**src/rtl/seg7_pkg.sv**
```systemverilog
// Shared constants and helpers for the multiplexed seven-segment display controller.
package seg7_pkg;

  localparam int unsigned MAX_DIGITS = 8;
  localparam int unsigned SEG_W      = 7;

  localparam logic [SEG_W-1:0] SEG_BLANK = 7'h7F;

  // Active-low {g,f,e,d,c,b,a} glyphs, entry n is hex digit n.
  localparam logic [15:0][SEG_W-1:0] SEG_GLYPH = {
    7'h0E, 7'h06, 7'h21, 7'h46, 7'h03, 7'h08, 7'h18, 7'h00,
    7'h78, 7'h02, 7'h12, 7'h19, 7'h30, 7'h24, 7'h79, 7'h40
  };

  function automatic logic [MAX_DIGITS-1:0] one_cold(input logic [2:0] idx);
    return ~(MAX_DIGITS'(1) << idx);
  endfunction

endpackage

```
**src/rtl/seg7_hex_decode.sv**
```systemverilog
// Combinational hex nibble to active-low seven-segment glyph.
module seg7_hex_decode
  import seg7_pkg::*;
(
  input  logic [3:0]       hex,
  output logic [SEG_W-1:0] seg_c
);

  assign seg_c = SEG_GLYPH[hex];

endmodule

```
**src/rtl/seg7_scan_ctrl.sv**
```systemverilog
// Multiplexed common-anode seven-segment scanner with frame-synchronous update,
// leading-zero blanking, per-digit decimal points and per-digit blinking.
module seg7_scan_ctrl
  import seg7_pkg::*;
#(
  parameter int unsigned DIGITS       = 4,
  parameter int unsigned SCAN_DIV     = 100000,
  parameter int unsigned BLINK_FRAMES = 64
) (
  input  logic                CP,
  input  logic                nCR,
  input  logic [4*DIGITS-1:0] value,
  input  logic                load,
  input  logic [DIGITS-1:0]   dp,
  input  logic [DIGITS-1:0]   blink_en,
  input  logic                lzb,
  output logic [SEG_W-1:0]    oSEG,
  output logic                oDP,
  output logic [DIGITS-1:0]   light,
  output logic                frame_start
);

  localparam int unsigned VW = 4 * DIGITS;
  localparam int unsigned DW = $clog2(SCAN_DIV);
  localparam int unsigned PW = (DIGITS > 1) ? $clog2(DIGITS) : 1;
  localparam int unsigned BW = (BLINK_FRAMES > 1) ? $clog2(BLINK_FRAMES) : 1;

  logic [DW-1:0]     div_q;
  logic [PW-1:0]     ptr_q;
  logic [BW-1:0]     bcnt_q;
  logic              blink_phase_q;

  logic [VW-1:0]     shadow_value_q;
  logic [DIGITS-1:0] shadow_dp_q;
  logic [DIGITS-1:0] shadow_blink_q;
  logic [VW-1:0]     disp_value_q;
  logic [DIGITS-1:0] disp_dp_q;
  logic [DIGITS-1:0] disp_blink_q;

  logic              tick_c;
  logic              wrap_c;
  logic [3:0]        nib_c;
  logic              dp_sel_c;
  logic              blink_sel_c;
  logic              lz_sel_c;
  logic              blank_c;
  logic [DIGITS-1:0] lz_blank_c;
  logic [SEG_W-1:0]  glyph_c;

  assign tick_c = (div_q == DW'(SCAN_DIV - 1));
  assign wrap_c = tick_c && (ptr_q == PW'(DIGITS - 1));

  // A digit is a leading zero when it and every more significant nibble are zero.
  always_comb begin : lz_scan
    logic all_zero;
    all_zero   = 1'b1;
    lz_blank_c = '0;
    for (int k = DIGITS - 1; k >= 0; k--) begin
      all_zero      = all_zero && (disp_value_q[4*k +: 4] == 4'h0);
      lz_blank_c[k] = lzb && all_zero && (k != 0);
    end
  end

  // Select the attributes of the digit currently being scanned.
  always_comb begin
    nib_c       = 4'h0;
    dp_sel_c    = 1'b0;
    blink_sel_c = 1'b0;
    lz_sel_c    = 1'b0;
    for (int k = 0; k < DIGITS; k++) begin
      if (ptr_q == PW'(k)) begin
        nib_c       = disp_value_q[4*k +: 4];
        dp_sel_c    = disp_dp_q[k];
        blink_sel_c = disp_blink_q[k];
        lz_sel_c    = lz_blank_c[k];
      end
    end
  end

  assign blank_c = (blink_phase_q && blink_sel_c) || lz_sel_c;

  seg7_hex_decode u_dec (
    .hex   (nib_c),
    .seg_c (glyph_c)
  );

  always_ff @(posedge CP) begin
    if (!nCR) begin
      div_q          <= '0;
      ptr_q          <= '0;
      bcnt_q         <= '0;
      blink_phase_q  <= 1'b0;
      shadow_value_q <= '0;
      shadow_dp_q    <= '0;
      shadow_blink_q <= '0;
      disp_value_q   <= '0;
      disp_dp_q      <= '0;
      disp_blink_q   <= '0;
      light          <= '1;
      oSEG           <= SEG_BLANK;
      oDP            <= 1'b1;
      frame_start    <= 1'b0;
    end else begin
      div_q <= tick_c ? '0 : div_q + DW'(1);
      if (tick_c) begin
        ptr_q <= wrap_c ? '0 : ptr_q + PW'(1);
      end

      if (load) begin
        shadow_value_q <= value;
        shadow_dp_q    <= dp;
        shadow_blink_q <= blink_en;
      end

      // Display only changes on a frame boundary so a frame is never torn.
      if (wrap_c) begin
        disp_value_q <= shadow_value_q;
        disp_dp_q    <= shadow_dp_q;
        disp_blink_q <= shadow_blink_q;
        if (bcnt_q == BW'(BLINK_FRAMES - 1)) begin
          bcnt_q        <= '0;
          blink_phase_q <= ~blink_phase_q;
        end else begin
          bcnt_q <= bcnt_q + BW'(1);
        end
      end

      light       <= DIGITS'(one_cold(3'(ptr_q)));
      oSEG        <= blank_c ? SEG_BLANK : glyph_c;
      oDP         <= blank_c || !dp_sel_c;
      frame_start <= wrap_c;
    end
  end

endmodule

```
**config.mk**
```make
export PLATFORM = sky130hd
export DESIGN_NAME = seg7_scan_ctrl
export DESIGN_NICKNAME = d
export VERILOG_FILES = /design/src/rtl/seg7_pkg.sv /design/src/rtl/seg7_hex_decode.sv /design/src/rtl/seg7_scan_ctrl.sv
export SDC_FILE = /design/constraint.sdc
export NUM_CORES = 1
export LEC_CHECK = 0
export CORE_MARGIN = 2
export CORE_UTILIZATION = 35
export CTS_BUF_LIST = sky130_fd_sc_hd__clkbuf_8
export DETAILED_ROUTE_END_ITERATION = 10
export GPL_TIMING_DRIVEN = 0
export PLACE_DENSITY = 0.65
export RECOVER_POWER = 25
export SLEW_MARGIN = 20
export SYNTH_ARGS = -nofsm -noshare
export SYNTH_HDL_FRONTEND = slang
export SYNTH_SLANG_ARGS = --single-unit
```
**constraint.sdc**
```tcl
create_clock -name CP -period 5.45 [get_ports CP]
set_clock_uncertainty 0.2 [all_clocks]
set_input_delay 1.09 -clock CP [delete_from_list [all_inputs] [get_ports CP]]
set_output_delay 1.09 -clock CP [all_outputs]
set_load 0.05 [all_outputs]
```
==> results of run 1 <==
==> cells in the mapped netlist, drive strengths merged (3+ instances only) <==
master / count
o21ai: 9
ha: 11
nor4: 5
nor2b: 27
nand2b: 3
a21oi: 8
xnor2: 6
nor2: 17
and2: 5
mux2i: 30
o221ai: 4
nand3: 6
nand2: 33
xor2: 9
nand4: 4
buf: 9
inv: 11
or3: 4
nor3: 3
dfxtp: 87
a22o: 24
a221oi: 3
a31oi: 4
and3: 6
nand3b: 4
clkbuf: 13
nor3b: 3
==> final timing paths <==
| kind | from | endpoint | cells past startpoint |
|---|---|---|---|
| worst min-delay path | div_q[0]$_SDFF_PP0_ | div_q[0]$_SDFF_PP0_ | 1 |
| worst max register to register | ptr_q[0]$_SDFFE_PN0N_ | oSEG[3]$_SDFF_PP1_ | 10 |
| worst max-delay path | ptr_q[0]$_SDFFE_PN0N_ | oSEG[3]$_SDFF_PP1_ | 10 |
| worst min register to register | div_q[0]$_SDFF_PP0_ | div_q[0]$_SDFF_PP0_ | 1 |
==> stage by stage <==
stage | cells | setup WS (ns) | area [µm²] | hold slack [ns] | util
2_1_floorplan | 370 | 2.71 | 3690 | 0.218 | -
3_3_place_gp | 545 | 2.22 | 4250 | 0.232 | 0.414
3_5_place_dp | 545 | 2.23 | 4250 | 0.243 | 0.414
4_1_cts | 561 | 2.21 | 4430 | 0.258 | 0.431
5_1_grt | 561 | 1.99 | 4420 | 0.279 | 0.430
6_report | 561 | 2.16 | 4420 | 0.250 | 0.430
==> metal layers <==
layer  routed length (µm)  part of all wire
met1                 3740              0.50
met2                 3350              0.45
met3                  263             0.035
met4                  156             0.021
met5                    0                 0
==> flip-flops by register name, indices dropped and copies added (netlist names), 2 cells and up <==
| signal | cells |
|---|---|
| bcnt_q | 6 |
| disp_blink_q | 4 |
| disp_dp_q | 4 |
| disp_value_q | 16 |
| div_q | 17 |
| light | 4 |
| oSEG | 7 |
| ptr_q | 2 |
| shadow_blink_q | 4 |
| shadow_dp_q | 4 |
| shadow_value_q | 16 |
==> cell families (layout without fill, tap and decap cells) <==
logic type                 after synthesis  count (layout)  synth area share
buffers and inverters                   33              88            0.0417
xor gates and xnor gates                15              15            0.0356
and+or+nand+nor                        128             128             0.197
muxes                                   31              31            0.0843
adders and majority gates               11              11            0.0373
AOI/OAI and AO/OA                       65              65             0.132
DFF                                     87              87             0.472
==> critical path, delay by kind of cell (launching register included) <==
family	cells	cell delay (ns)
flops	1	0.36
buf+inv	3	0.71
compound gates	4	1.11
mux	1	0.15
fa+ha+maj	2	0.62
==> placed cells by master, fill, tap and decap left out, types with 2 or more instances in the layout <==
cell type        synthesis  final
a31oi_1                  4      4
clkinv_2                 0      3
a211oi_1                 2      2
clkinvlp_4               0      2
mux2i_1                 30     30
nand2_1                 33     33
ha_1                    11     11
nand2b_1                 3      3
and3_1                   6      6
buf_6                    3      3
inv_1                   11     11
clkbuf_1                13     14
nand3b_1                 4      4
a221oi_1                 3      3
clkdlybuf4s50_1          0     38
or3_1                    4      4
xnor2_1                  6      6
dfxtp_1                 87     87
nor4_1                   5      5
a21oi_1                  8      8
a21boi_0                 2      2
clkbuf_8                 0      9
o21ai_0                  9      9
buf_2                    6      5
xor2_1                   9      9
nand3_1                  6      6
a22o_1                  24     24
nand4_1                  3      3
o311ai_0                 2      2
nor3_1                   3      3
nor2b_1                 27     27
nor3b_1                  3      3
and2_1                   4      3
nor2_1                  17     17
o221ai_1                 4      4
==> area by class of cell <==
class                      count  area share
multi-input combinational    250       0.406
sequential                    87       0.394
timing repair buffer          39      0.0882
tap                          136      0.0385
clock buffer                   9      0.0280
buffer                        22      0.0252
clock inverter                 7      0.0107
inverter                      11     0.00933
==> report_power, final <==
group	internal, mW	switching, mW
combinational	0.0412	0.0379
sequential	0.650	0.00773
clock	0.165	0.232
total	0.857	0.278
==> out/results.txt, run 1 <==
Status = completed
Post-CTS Resized = 0
Final Slew Violations = 0
GP Congestion = 0.846
Cell area after synthesis = 3690 µm²
CTS tree = yes
Top Usage Layer GRT = met2
Leak = 1.70 nW
CTS max path bufs = 2
Antenna-violating nets left = 0
Post-route DRC = 0
P&R area growth vs syn = 19.8%
Die W = 107 µm
Unrepaired setup endpoints after global routing = no
Met2 Usage GRT = 0.212
Slew HR = 0.505
Final wirelength = 7.51 mm
Setup CP Type = flip-flop to flip-flop
Max IR drop VDD = 99.5 µV
Endpoints failing setup = 0
Post-synthesis sequential area ratio = 0.472
CTS sink cnt = 87
Total GRT Usage = 0.136
Yosys top cell area share = 0.472
Final nets = 459
Clk Latency, worst-skew pair = 0.37 ns
Vias per inst = 4.88
Hold_buf cts = 0
CP required = 5.48 ns
Post-Syn Instances = 370
H-tree Lvls = 3
Area leader, netlist = dfxtp_1
Via count = 2740
Root Buffer = clkbuf_8
DR WL/cell = 13.4 µm
Storage cell area = 1740 µm²
Layout cell share with drive strength beyond 1 = 0.0729
Syn nets = 409
Seq cells post-synth = 87
CTS clk-pin slew, worst paths = 0.08 ns
First drt pass iteration count = 4
GRT overflow = 0
Tmin final = 3.29 ns
Worst path slowest cell = a221oi_1
Buffers on Ports = 39
Asr flop ratio synth = 0
Detail Placement HPWL = 5.56 mm
Crit share post-route = 0.604
Fmax achieved = 304 MHz
Yosys warning total = 0
Worst Setup Start Kind = flip-flop
Fill cells = 1019
M1 GR Usage = 0.181
Antenna fix cells = 0
R2R Setup Slk = 2.16 ns
Die extent in y = 107 µm
Actual slew at the worst max-slew pin = 0.742 ns
Core area = 10300 µm²
Dominant synthesized flop cell = dfxtp_1
Initial Utilization = 0.359
Die area = 11400 µm²
Power Dens Cells = 256 nW/µm²
Met3 global-route usage = 0.0310
Row count = 37
Synth cell types = 49
Dominant cells by area after synthesis = dfxtp_1 47%, mux2i_1 8.1%, a22o_1 5.7%
Total power = 1.13 mW
Max FO, Critical Path = 10
Multi-input logic area = 1800 µm²
Largest net degree at the start of global routing = 16
Syn Area/Cell = 9.98 µm²
TritonCTS buffer count = 9
Fin Setup TNS = 0 ns
Setup bufs post-CTS = 0
CP endpoint kind = flip-flop
Drt initial violations = 116
Antenna violations before repair = 0
Max Cap Violations = 0
Worst min-delay path class = flip-flop to flip-flop
Number of global-route vias before repair = 2564
Post-synth EDFFs = 0
Crit path cell chain = inv_1 > ha_1 > clkbuf_1 > a211oi_1 > a221oi_1 > inv_1 > ha_1 > mux2i_1 > a221oi_1 > o21ai_0
Ports = 41
Arr. time, crit path = 3.32 ns
Max incr delay on CP = 0.65 ns
First-pass GRT wire length = 12.3 mm
Hold Vio Cnt, Final = 0
No activity file was read; power rests on OpenSTA's default activity.
==> inputs of run 2 (changes only) <==
Clock period 5.45 ns to 3.1 ns, I/O delays scaled along.
==> run 2 against run 1 <==
  * Clock power up 75%
  * Sequential power grew 76%
  * Die area unchanged
  * Critical path type unchanged
  * Largest cell class unchanged
  * Global-route usage unchanged
  * Worst hold slack hardly changed
  * Register-to-register slack worse by 2.0 ns
  * Total power is 76% higher
  * Fmax increased by 14%
==> out/results.txt, run 2 (same netlist as run 1, synthesis figures left out) <==
Status = completed
Top flop regs = div_q: 17 flops, disp_value_q: 16 flops, shadow_value_q: 16 flops
Core area = 10300 µm²
Leak = 1.72 nW
Placed insts = 545
GP Congestion = 0.846
Initial Utilization = 0.359
Leading cell types in the layout, fill and taps excluded = 87 x dfxtp_1, 38 x clkdlybuf4s50_1, 33 x nand2_1
Tmin final = 2.89 ns
Clk Latency, worst-skew pair = 0.36 ns
Antenna-violating nets left = 0
Largest net degree at the start of global routing = 16
Die area = 11400 µm²
R2R Setup Slk = 0.21 ns
CTS max path bufs = 2
Worst Hold Path EP = div_q[0]$_SDFF_PP0_
Final nets = 461
CP required = 3.13 ns
Max reg flops = 17
Worst min-delay path class = flip-flop to flip-flop
Number of global-route vias before repair = 2563
Final Slew Violations = 0
Cells on worst reg2reg path = 10
Vias per inst = 4.90
Max IR drop VDD = 175 µV
Fin Hold WS = 0.250 ns
TritonCTS buffer count = 9
Actual slew at the worst max-slew pin = 0.747 ns
Hold Vio Cnt, Final = 0
P&R area growth vs syn = 20.4%
Worst Setup Start Kind = flip-flop
Post-route DRC = 0
Antenna fix cells = 0
Fill cells = 1016
Max Cap Violations = 0
Endpoints failing setup = 0
Fmax achieved = 346 MHz
DR WL/cell = 13.3 µm
First drt pass iteration count = 4
Buffers on Ports = 39
CTS tree = yes
Max FO, Critical Path = 10
FF-to-FF End = oSEG[3]$_SDFF_PP1_
Die extent in y = 107 µm
Final wirelength = 7.51 mm
Fin Setup TNS = 0 ns
CP endpoint kind = flip-flop
Final instance area = 4450 µm²
CTS sink cnt = 87
Unrepaired setup endpoints after global routing = no
Total power = 1.99 mW
CTS clk-pin slew, worst paths = 0.08 ns
Reg with most FFs = div_q
Antenna violations before repair = 0
H-tree Lvls = 3
Hold Crit Start = div_q[0]$_SDFF_PP0_
Cell Area, Placed = 4250 µm²
Die W = 107 µm
Drt initial violations = 110
Power Dens Cells = 448 nW/µm²
Crit share post-route = 0.933
RR Startpoint = ptr_q[0]$_SDFFE_PN0N_
Root Buffer = clkbuf_8
Slew HR = 0.502
Hold_buf cts = 0
Layout cell share with drive strength beyond 1 = 0.0843
Via count = 2756
First-pass GRT wire length = 12.3 mm
Hold path depth = 1
Arr. time, crit path = 2.92 ns
Ports = 41
Row count = 37
Non-filler instance count after layout = 563
GRT overflow = 0
Detail Placement HPWL = 5.56 mm
Most common cell after layout, fill and taps aside = dfxtp_1
Setup CP Type = flip-flop to flip-flop
Total GRT Usage = 0.136
## run 2: worst max-delay path by stage
stage,slack [ns],from,depth (start not counted),end
after floorplan,0.36,ptr_q[0]$_SDFFE_PN0N_,10,oSEG[3]$_SDFF_PP1_
after global placement,-0.13,ptr_q[0]$_SDFFE_PN0N_,10,oSEG[3]$_SDFF_PP1_
after detailed placement,-0.12,ptr_q[0]$_SDFFE_PN0N_,10,oSEG[3]$_SDFF_PP1_
after CTS,0.08,ptr_q[0]$_SDFFE_PN0N_,10,oSEG[3]$_SDFF_PP1_
after global routing,0.07,ptr_q[1]$_SDFFE_PN0N_,11,oSEG[3]$_SDFF_PP1_
final,0.21,ptr_q[0]$_SDFFE_PN0N_,10,oSEG[3]$_SDFF_PP1_
## run 2: stage by stage
step / util / setup slack, ns
floorplan: - / 0.362
global placement: 0.414 / -0.126
detailed placement: 0.414 / -0.116
CTS: 0.431 / 0.0777
global route: 0.433 / 0.0742
finish: 0.433 / 0.208
## run 2: layout make-up
type,instances,area (µm²),area share
buffer,22,114,0.0256
clock buffer,9,124,0.0278
sequential,87,1740,0.392
multi-input combinational,250,1800,0.406
clock inverter,7,47.5,0.0107
tap,136,170,0.0383
timing repair buffer,41,405,0.0911
inverter,11,41.3,0.00928
## run 2: power by group
part	internal [mW]	switching [mW]
Combinational	0.0724	0.0664
Sequential	1.14	0.0136
Clock	0.290	0.407
Total	1.51	0.487
## run 2: timing repair
action | 4_1_cts | 5_1_grt
pin swaps | 0 | 1
endpoints found under the setup margin | 2 | 1
buffers inserted | 0 | 2
gates resized for setup | 1 | 2
## run 2: per-layer routing
| metal | vias up | track usage | share of wire |
|---|---|---|---|
| li1 | 1415 | - | - |
| met1 | 1277 | 0.181 | 0.49 |
| met4 | 0 | 0.0584 | 0.019 |
| met5 | - | 0 | 0 |
| met3 | 13 | 0.0310 | 0.047 |
| met2 | 51 | 0.212 | 0.45 |
## run 2: critical path, cell delays in order (launching register included)
cell      delay (ns)
dfxtp_1         0.40
inv_1           0.09
ha_1            0.27
clkbuf_2        0.23
a21oi_1         0.14
o21ai_0         0.15
a22oi_1         0.41
ha_1            0.36
mux2i_1         0.15
a221oi_1        0.26
o21ai_0         0.10
